`src/rtl/proc_pkg.sv`:
```
// Shared definitions for the processor sequencing control: opcodes, timing-step
// encoding and instruction-register field positions.
package proc_pkg;

    localparam int NREG = 8;

    localparam int IR_W  = 9;
    localparam int OP_HI = 8;
    localparam int OP_LO = 6;
    localparam int RX_HI = 5;
    localparam int RX_LO = 3;
    localparam int RY_HI = 2;
    localparam int RY_LO = 0;

    localparam logic [2:0] OP_MV  = 3'b000;
    localparam logic [2:0] OP_MVI = 3'b001;
    localparam logic [2:0] OP_ADD = 3'b010;
    localparam logic [2:0] OP_SUB = 3'b011;

    typedef enum logic [1:0] {
        T0 = 2'd0,
        T1 = 2'd1,
        T2 = 2'd2,
        T3 = 2'd3
    } state_t;

endpackage

```
`src/rtl/proc_control_if.sv`:
```
// Control-to-datapath bundle: run/instruction input plus all strobes and bus selects.
// master = the control unit, slave = the datapath / stimulus side.
interface proc_control_if #(
    parameter int N = 16
);
    import proc_pkg::*;

    logic                run;
    logic [N-1:0]        din;
    logic                ir_in;
    logic [NREG-1:0]     r_in;
    logic [NREG-1:0]     r_out;
    logic                a_in;
    logic                g_in;
    logic                g_out;
    logic                din_out;
    logic                add_sub;
    logic                done;

    modport master (
        input  run, din,
        output ir_in, r_in, r_out, a_in, g_in, g_out, din_out, add_sub, done
    );

    modport slave (
        output run, din,
        input  ir_in, r_in, r_out, a_in, g_in, g_out, din_out, add_sub, done
    );

endinterface

```
`src/rtl/dec3to8.sv`:
```
// 3-to-8 one-hot decoder with enable; all-zero output when disabled.
// Purely combinational.
module dec3to8 (
    input  logic [2:0] w,
    input  logic       en,
    output logic [7:0] y
);

    always_comb begin
        y = 8'h00;
        if (en) y[w] = 1'b1;
    end

endmodule

```
`src/rtl/proc_control.sv`:
```
// Four-step (T0..T3) sequencing control: fetches a 9-bit instruction and issues
// datapath strobes combinationally from step, IR and run; done marks retirement.
module proc_control
    import proc_pkg::*;
(
    input  logic           clock,
    input  logic           reset,
    proc_control_if.master bus
);

    state_t          state;
    logic [IR_W-1:0] ir;

    logic [2:0] op, rx, ry;
    assign op = ir[OP_HI:OP_LO];
    assign rx = ir[RX_HI:RX_LO];
    assign ry = ir[RY_HI:RY_LO];

    logic       rin_en, rout_en;
    logic [2:0] rin_sel, rout_sel;
    logic       ir_in, a_in, g_in, g_out, din_out, add_sub, done;

    always_ff @(posedge clock or posedge reset) begin
        if (reset) begin
            state <= T0;
            ir    <= '0;
        end else begin
            unique case (state)
                T0: if (bus.run) begin
                    ir    <= bus.din[IR_W-1:0];
                    state <= T1;
                end
                T1: state <= (op == OP_ADD || op == OP_SUB) ? T2 : T0;
                T2: state <= T3;
                T3: state <= T0;
                default: state <= T0;
            endcase
        end
    end

    // Reset forces state to T0 asynchronously, so gating ir_in is all that is
    // needed to hold every output at its reset value while reset is high.
    always_comb begin
        ir_in    = 1'b0;
        a_in     = 1'b0;
        g_in     = 1'b0;
        g_out    = 1'b0;
        din_out  = 1'b0;
        add_sub  = 1'b1;
        done     = 1'b0;
        rin_en   = 1'b0;
        rout_en  = 1'b0;
        rin_sel  = rx;
        rout_sel = rx;
        unique case (state)
            T0: ir_in = bus.run & ~reset;
            T1: begin
                unique case (op)
                    OP_MV: begin
                        rout_en  = 1'b1;
                        rout_sel = ry;
                        rin_en   = 1'b1;
                        done     = 1'b1;
                    end
                    OP_MVI: begin
                        din_out = 1'b1;
                        rin_en  = 1'b1;
                        done    = 1'b1;
                    end
                    OP_ADD, OP_SUB: begin
                        rout_en = 1'b1;
                        a_in    = 1'b1;
                    end
                    default: done = 1'b1;
                endcase
            end
            T2: begin
                rout_en  = 1'b1;
                rout_sel = ry;
                g_in     = 1'b1;
                add_sub  = (op == OP_ADD);
            end
            T3: begin
                g_out  = 1'b1;
                rin_en = 1'b1;
                done   = 1'b1;
            end
            default: ;
        endcase
    end

    dec3to8 u_rin_dec (
        .w  (rin_sel),
        .en (rin_en),
        .y  (bus.r_in)
    );

    dec3to8 u_rout_dec (
        .w  (rout_sel),
        .en (rout_en),
        .y  (bus.r_out)
    );

    assign bus.ir_in   = ir_in;
    assign bus.a_in    = a_in;
    assign bus.g_in    = g_in;
    assign bus.g_out   = g_out;
    assign bus.din_out = din_out;
    assign bus.add_sub = add_sub;
    assign bus.done    = done;

endmodule

```
`src/flat_wrapper.sv`:
```
// flat-port wrapper written by rule: the top's interface ports become plain ports
module proc_control_flat import proc_pkg::*;
  (clock, reset, bus_run, bus_din, bus_ir_in, bus_r_in, bus_r_out, bus_a_in, bus_g_in, bus_g_out, bus_din_out, bus_add_sub, bus_done);
  proc_control_if #(.N(16)) bus_i ();
  input  logic clock;
  input  logic reset;
  input wire logic [$bits(bus_i.run)-1:0] bus_run;
  input wire logic [$bits(bus_i.din)-1:0] bus_din;
  output wire logic [$bits(bus_i.ir_in)-1:0] bus_ir_in;
  output wire logic [$bits(bus_i.r_in)-1:0] bus_r_in;
  output wire logic [$bits(bus_i.r_out)-1:0] bus_r_out;
  output wire logic [$bits(bus_i.a_in)-1:0] bus_a_in;
  output wire logic [$bits(bus_i.g_in)-1:0] bus_g_in;
  output wire logic [$bits(bus_i.g_out)-1:0] bus_g_out;
  output wire logic [$bits(bus_i.din_out)-1:0] bus_din_out;
  output wire logic [$bits(bus_i.add_sub)-1:0] bus_add_sub;
  output wire logic [$bits(bus_i.done)-1:0] bus_done;
  assign bus_i.run = bus_run;
  assign bus_i.din = bus_din;
  assign bus_ir_in = bus_i.ir_in;
  assign bus_r_in = bus_i.r_in;
  assign bus_r_out = bus_i.r_out;
  assign bus_a_in = bus_i.a_in;
  assign bus_g_in = bus_i.g_in;
  assign bus_g_out = bus_i.g_out;
  assign bus_din_out = bus_i.din_out;
  assign bus_add_sub = bus_i.add_sub;
  assign bus_done = bus_i.done;
  proc_control u_core (.clock(clock), .reset(reset), .bus(bus_i));
endmodule
```
`config.mk`:
```
export PLATFORM = sky130hd
export DESIGN_NAME = proc_control_flat
export DESIGN_NICKNAME = d
export VERILOG_FILES = /design/src/rtl/proc_pkg.sv /design/src/rtl/proc_control_if.sv /design/src/rtl/dec3to8.sv /design/src/rtl/proc_control.sv /design/src/flat_wrapper.sv
export SDC_FILE = /design/constraint.sdc
export NUM_CORES = 1
export LEC_CHECK = 0
export ABC_AREA = 1
export CAP_MARGIN = 25
export CORE_ASPECT_RATIO = 0.75
export CORE_MARGIN = 2
export CORE_UTILIZATION = 30
export CTS_CLUSTER_DIAMETER = 40
export DETAILED_ROUTE_END_ITERATION = 8
export PLACE_DENSITY = 0.68
export SETUP_SLACK_MARGIN = 0.3
export SYNTH_ARGS = -nofsm -noshare
export SYNTH_HDL_FRONTEND = slang
export SYNTH_HIERARCHICAL = 1
export SYNTH_SLANG_ARGS = --single-unit
```
`constraint.sdc`:
```
create_clock -name clock -period 2.7 [get_ports clock]
set_clock_uncertainty 0.2 [all_clocks]
set_input_delay 0.27 -clock clock [delete_from_list [all_inputs] [get_ports clock]]
set_output_delay 0.27 -clock clock [all_outputs]
set_load 0.01 [all_outputs]
```
==> key figures, run 1 <==
Synth
  • Compound-gate portion of the synthesized area: 5.65%
  • Yosys warns: 6
  • Cells after Synth: 109
  • Multiplexer share of the synthesized area: 12.6%
  • Avg Cell Area, Syn: 7.12 sq um
  • Sequential fraction of the synthesis area: 35.5%
  • Post-Syn Area: 776 sq um
  • Post-synthesis register bit count: 11
  • Syn Nets: 132
  • Simple-gate area share of the yosys netlist: 29.7%
  • Post-Synth Adder-Cell Area: 6.45%
  • Yosys cell types: 15
  • Post-Synth XOR/XNOR Area: 0%
  • Main combinational cell family by area after synthesis: simple AND/OR/NAND/NOR gates

Cells and area
  • Share of cells above drive strength 1: 27.5%
  • Finished Cell Area: 0.00126 sq mm
  • Final net count: 177
  • Layout area overhead: 61.9%
  • Register area: 277 sq um
  • Area of the multi-input gates: 492 sq um
  • Commonest non-fill, non-tap cell in the layout: nand2_1
  • Ant. Diodes: 0
  • Most frequent cells in the layout: nand2_1 (31), nor2_1 (20), clkdlybuf4s50_1 (18)
  • Fin util: 53.1%
  • # fillers: 236

Floorplanning
  • Core Area: 0.00236 sq mm
  • I/O pin cnt: 42
  • Starting density of the core: 32.8%
  • Die height: 48.0 um
  • Die footprint: 0.00301 sq mm
  • Die X: 62.7 um
  • FP Rows: 15

Drt
  • Final ANT Viol Nets: 0
  • DRC: 0
  • Via count: 789
  • DR WL/cell: 10.5 um
  • DRT iter0 DRCs: 17
  • Total routed wirelength: 1970 um
  • DR vias/cell: 4.22
  • First-pass DRT Iterations: 4

STA
  • RSZ-0062 raised after global routing: yes
  • Period utilisation layout: 86.1%
  • Worst slew pin tran: 0.406 ns
  • Max Fclk: 430 MHz
  • Setup slack after layout: 0.375 ns
  • Pins Over Slew Limit: 0
  • Minimum clock period: 2.33 ns
  • Max-slew headroom: 72.9%
  • Final setup fails: 0
  • Fin. Hold Viols: 0
  • Setup TNS: 0 ns

Power and ir drop
  • Pint: 0.000781 W
  • Power share of the combinational group: 68.5%
  • Register share of total power: 24.2%
  • Share of total power in the clock network: 7.3%
  • P_sw: 0.000640 W
  • Sw Share: 45.0%
  • Power Dens Cells: 1130 mW/mm^2
  • P_leak: 0.658 nW
  • Final Power: 0.00142 W
  • Worst vdd rail ir drop: 0.000473 V

Global routing
  • First-pass GRT wire length: 2900 um
  • Number of global-route vias before repair: 692
  • Initial antenna violation count: 0
  • Global-route usage over all layers: 12.7%
  • Global route overflow: 0
  • Largest net degree at the start of global routing: 13

Setup path
  • Crit-path cells: inv_2, ha_4, inv_4, nor2_4, nand3_1, nand2_1, nand2_1, nand2_1, nand2_1, buf_4, nor2_1, buf_2
  • Worst Setup End Kind: output port
  • WP data arrival: 1.86 ns
  • Crit path largest cell delay: 0.39 ns
  • Max FO, Critical Path: 3
  • CP top delay family: simple AND/OR/NAND/NOR gates
  • Kind of critical path: register to output port
  • Startpoint Class: register
  • CP Data Required Time: 2.23 ns
  • Most used cell, CP: nand2_1
  • WP buf/inv: 4
  • Slowest CP cell: dfrtp_1

CTS
  • Sink Count: 11
  • Reg clk slew, reported paths: 0.06 ns
  • CTS buffer count: 3
  • Clock Path Buffers: 2
  • CTS root buffer: clkbuf_4
  • # H-tree levels: 1
  • CTS tree: done
  • Clock latency on the worst-skew pair: 0.26 ns

Placed design
  • Setup WS pre-CTS: 0.181 ns
  • Hpwl dp: 1460 um
  • Routability Congestion: 0.750
  • PortBufs: 34
  • Area post-placement: 0.00115 sq mm

Outcome
  • Status: finished clean

Run
  • Max Cap Viol: 0

Min path
  • Hold crit path type: primary input to asynchronous set/reset pin
## worst reg2reg max path: stages (launching register included)
cell	delay, ns
dfrtp_1	0.36
inv_2	0.06
buf_6	0.12
ha_4	0.17
nand2_4	0.15
mux2_2	0.36
## per-layer routing
metal | wire length [um] | global-route usage, % | up-vias | part of all wire [%]
met5 | 0 | 0 | - | 0
met4 | 12 | 6.67 | 0 | 0.61
met3 | 76 | 1.65 | 2 | 3.9
met2 | 970 | 24.1 | 22 | 49
met1 | 911 | 14.8 | 344 | 46
li1 | - | - | 421 | -
## Yosys cell counts
master / number / share of area, %
mux2_2: 2 / 2.9
inv_1: 18 / 8.7
a31oi_1: 1 / 0.81
nand2_2: 1 / 0.81
nor3_1: 1 / 0.64
nand3_1: 1 / 0.64
nand2_1: 34 / 16
dfrtp_1: 11 / 35
buf_6: 1 / 1.5
mux2_4: 5 / 9.7
a21oi_1: 3 / 1.9
ha_1: 4 / 6.5
o21ai_0: 3 / 1.9
nor2_1: 23 / 11
a21boi_0: 1 / 0.97
## per-stage QoR
stage | hold WS, ns | cells
finish | 0.133 | 187
global route | 0.189 | 187
CTS | 0.143 | 187
detailed placement | 0.304 | 176
global placement | 0.302 | 176
floorplan | -0.0776 | 109
## area by class of cell
cell class	count	share of cell area (%)
well taps	34	3.39
multi-input cells	79	39.1
inverters	18	5.78
repair buffers	41	27.6
flip-flops and latches	11	22.0
clock buffers	4	2.09
## registers in the layout (all words and copies together), names as in the netlist, named ones only
| name | flops |
|---|---|
| u_core/state | 1 |
| u_core/ir | 9 |
## what timing repair did
action,CTS,global route
buffers inserted,7,0
setup endpoints to repair,17,9
hold buffers,0,0
pin swaps,3,5
gates resized for setup,34,28
## power groups by stage
stage	clock, W	combinational (W)	sequential [W]
after global placement	0	0.000765	0.000325
final	0.000104	0.000973	0.000343
after CTS	0.000111	0.000870	0.000327
after floorplan	0	0.000559	0.000305
after detailed placement	0	0.000780	0.000330
after global routing	0.000119	0.00108	0.000357
## worst paths after layout
check / from / to / slack, ns / cells past startpoint
hold reg to reg: u_core/ir[2]$_DFFE_PP0P_ / u_core/ir[2]$_DFFE_PP0P_ / 0.33 / 1
max in group asynchronous: reset / u_core/state[0]$_DFFE_PP0P_ / 1.86 / 2
min in group clock: u_core/ir[2]$_DFFE_PP0P_ / u_core/ir[2]$_DFFE_PP0P_ / 0.33 / 1
setup / recovery: register / bus_r_out[1] / 0.37 / 12
hold / removal: reset / u_core/ir[8]$_DFFE_PP0P_ / 0.13 / 2
setup reg to reg: register / u_core/ir[4]$_DFFE_PP0P_ / 1.17 / 5
## cells by family after synthesis
group / after synthesis
mux: 7
fa+ha+maj: 4
buf+inv: 19
flops: 11
compound gates: 8
simple gates: 60
Note: power is estimated with default switching activity, not from simulation.
==> run 2: changes to the inputs <==
Settings changed: SLEW_MARGIN set to 40.
==> results of run 2 <==
Same layout as run 1: the final DEF is identical, and so are final timing and power.
==> run 3: changes to the inputs <==
Settings changed: CAP_MARGIN 25 to unset.
==> results of run 3 <==
Same layout as run 1: the final DEF is identical, and so are final timing and power.
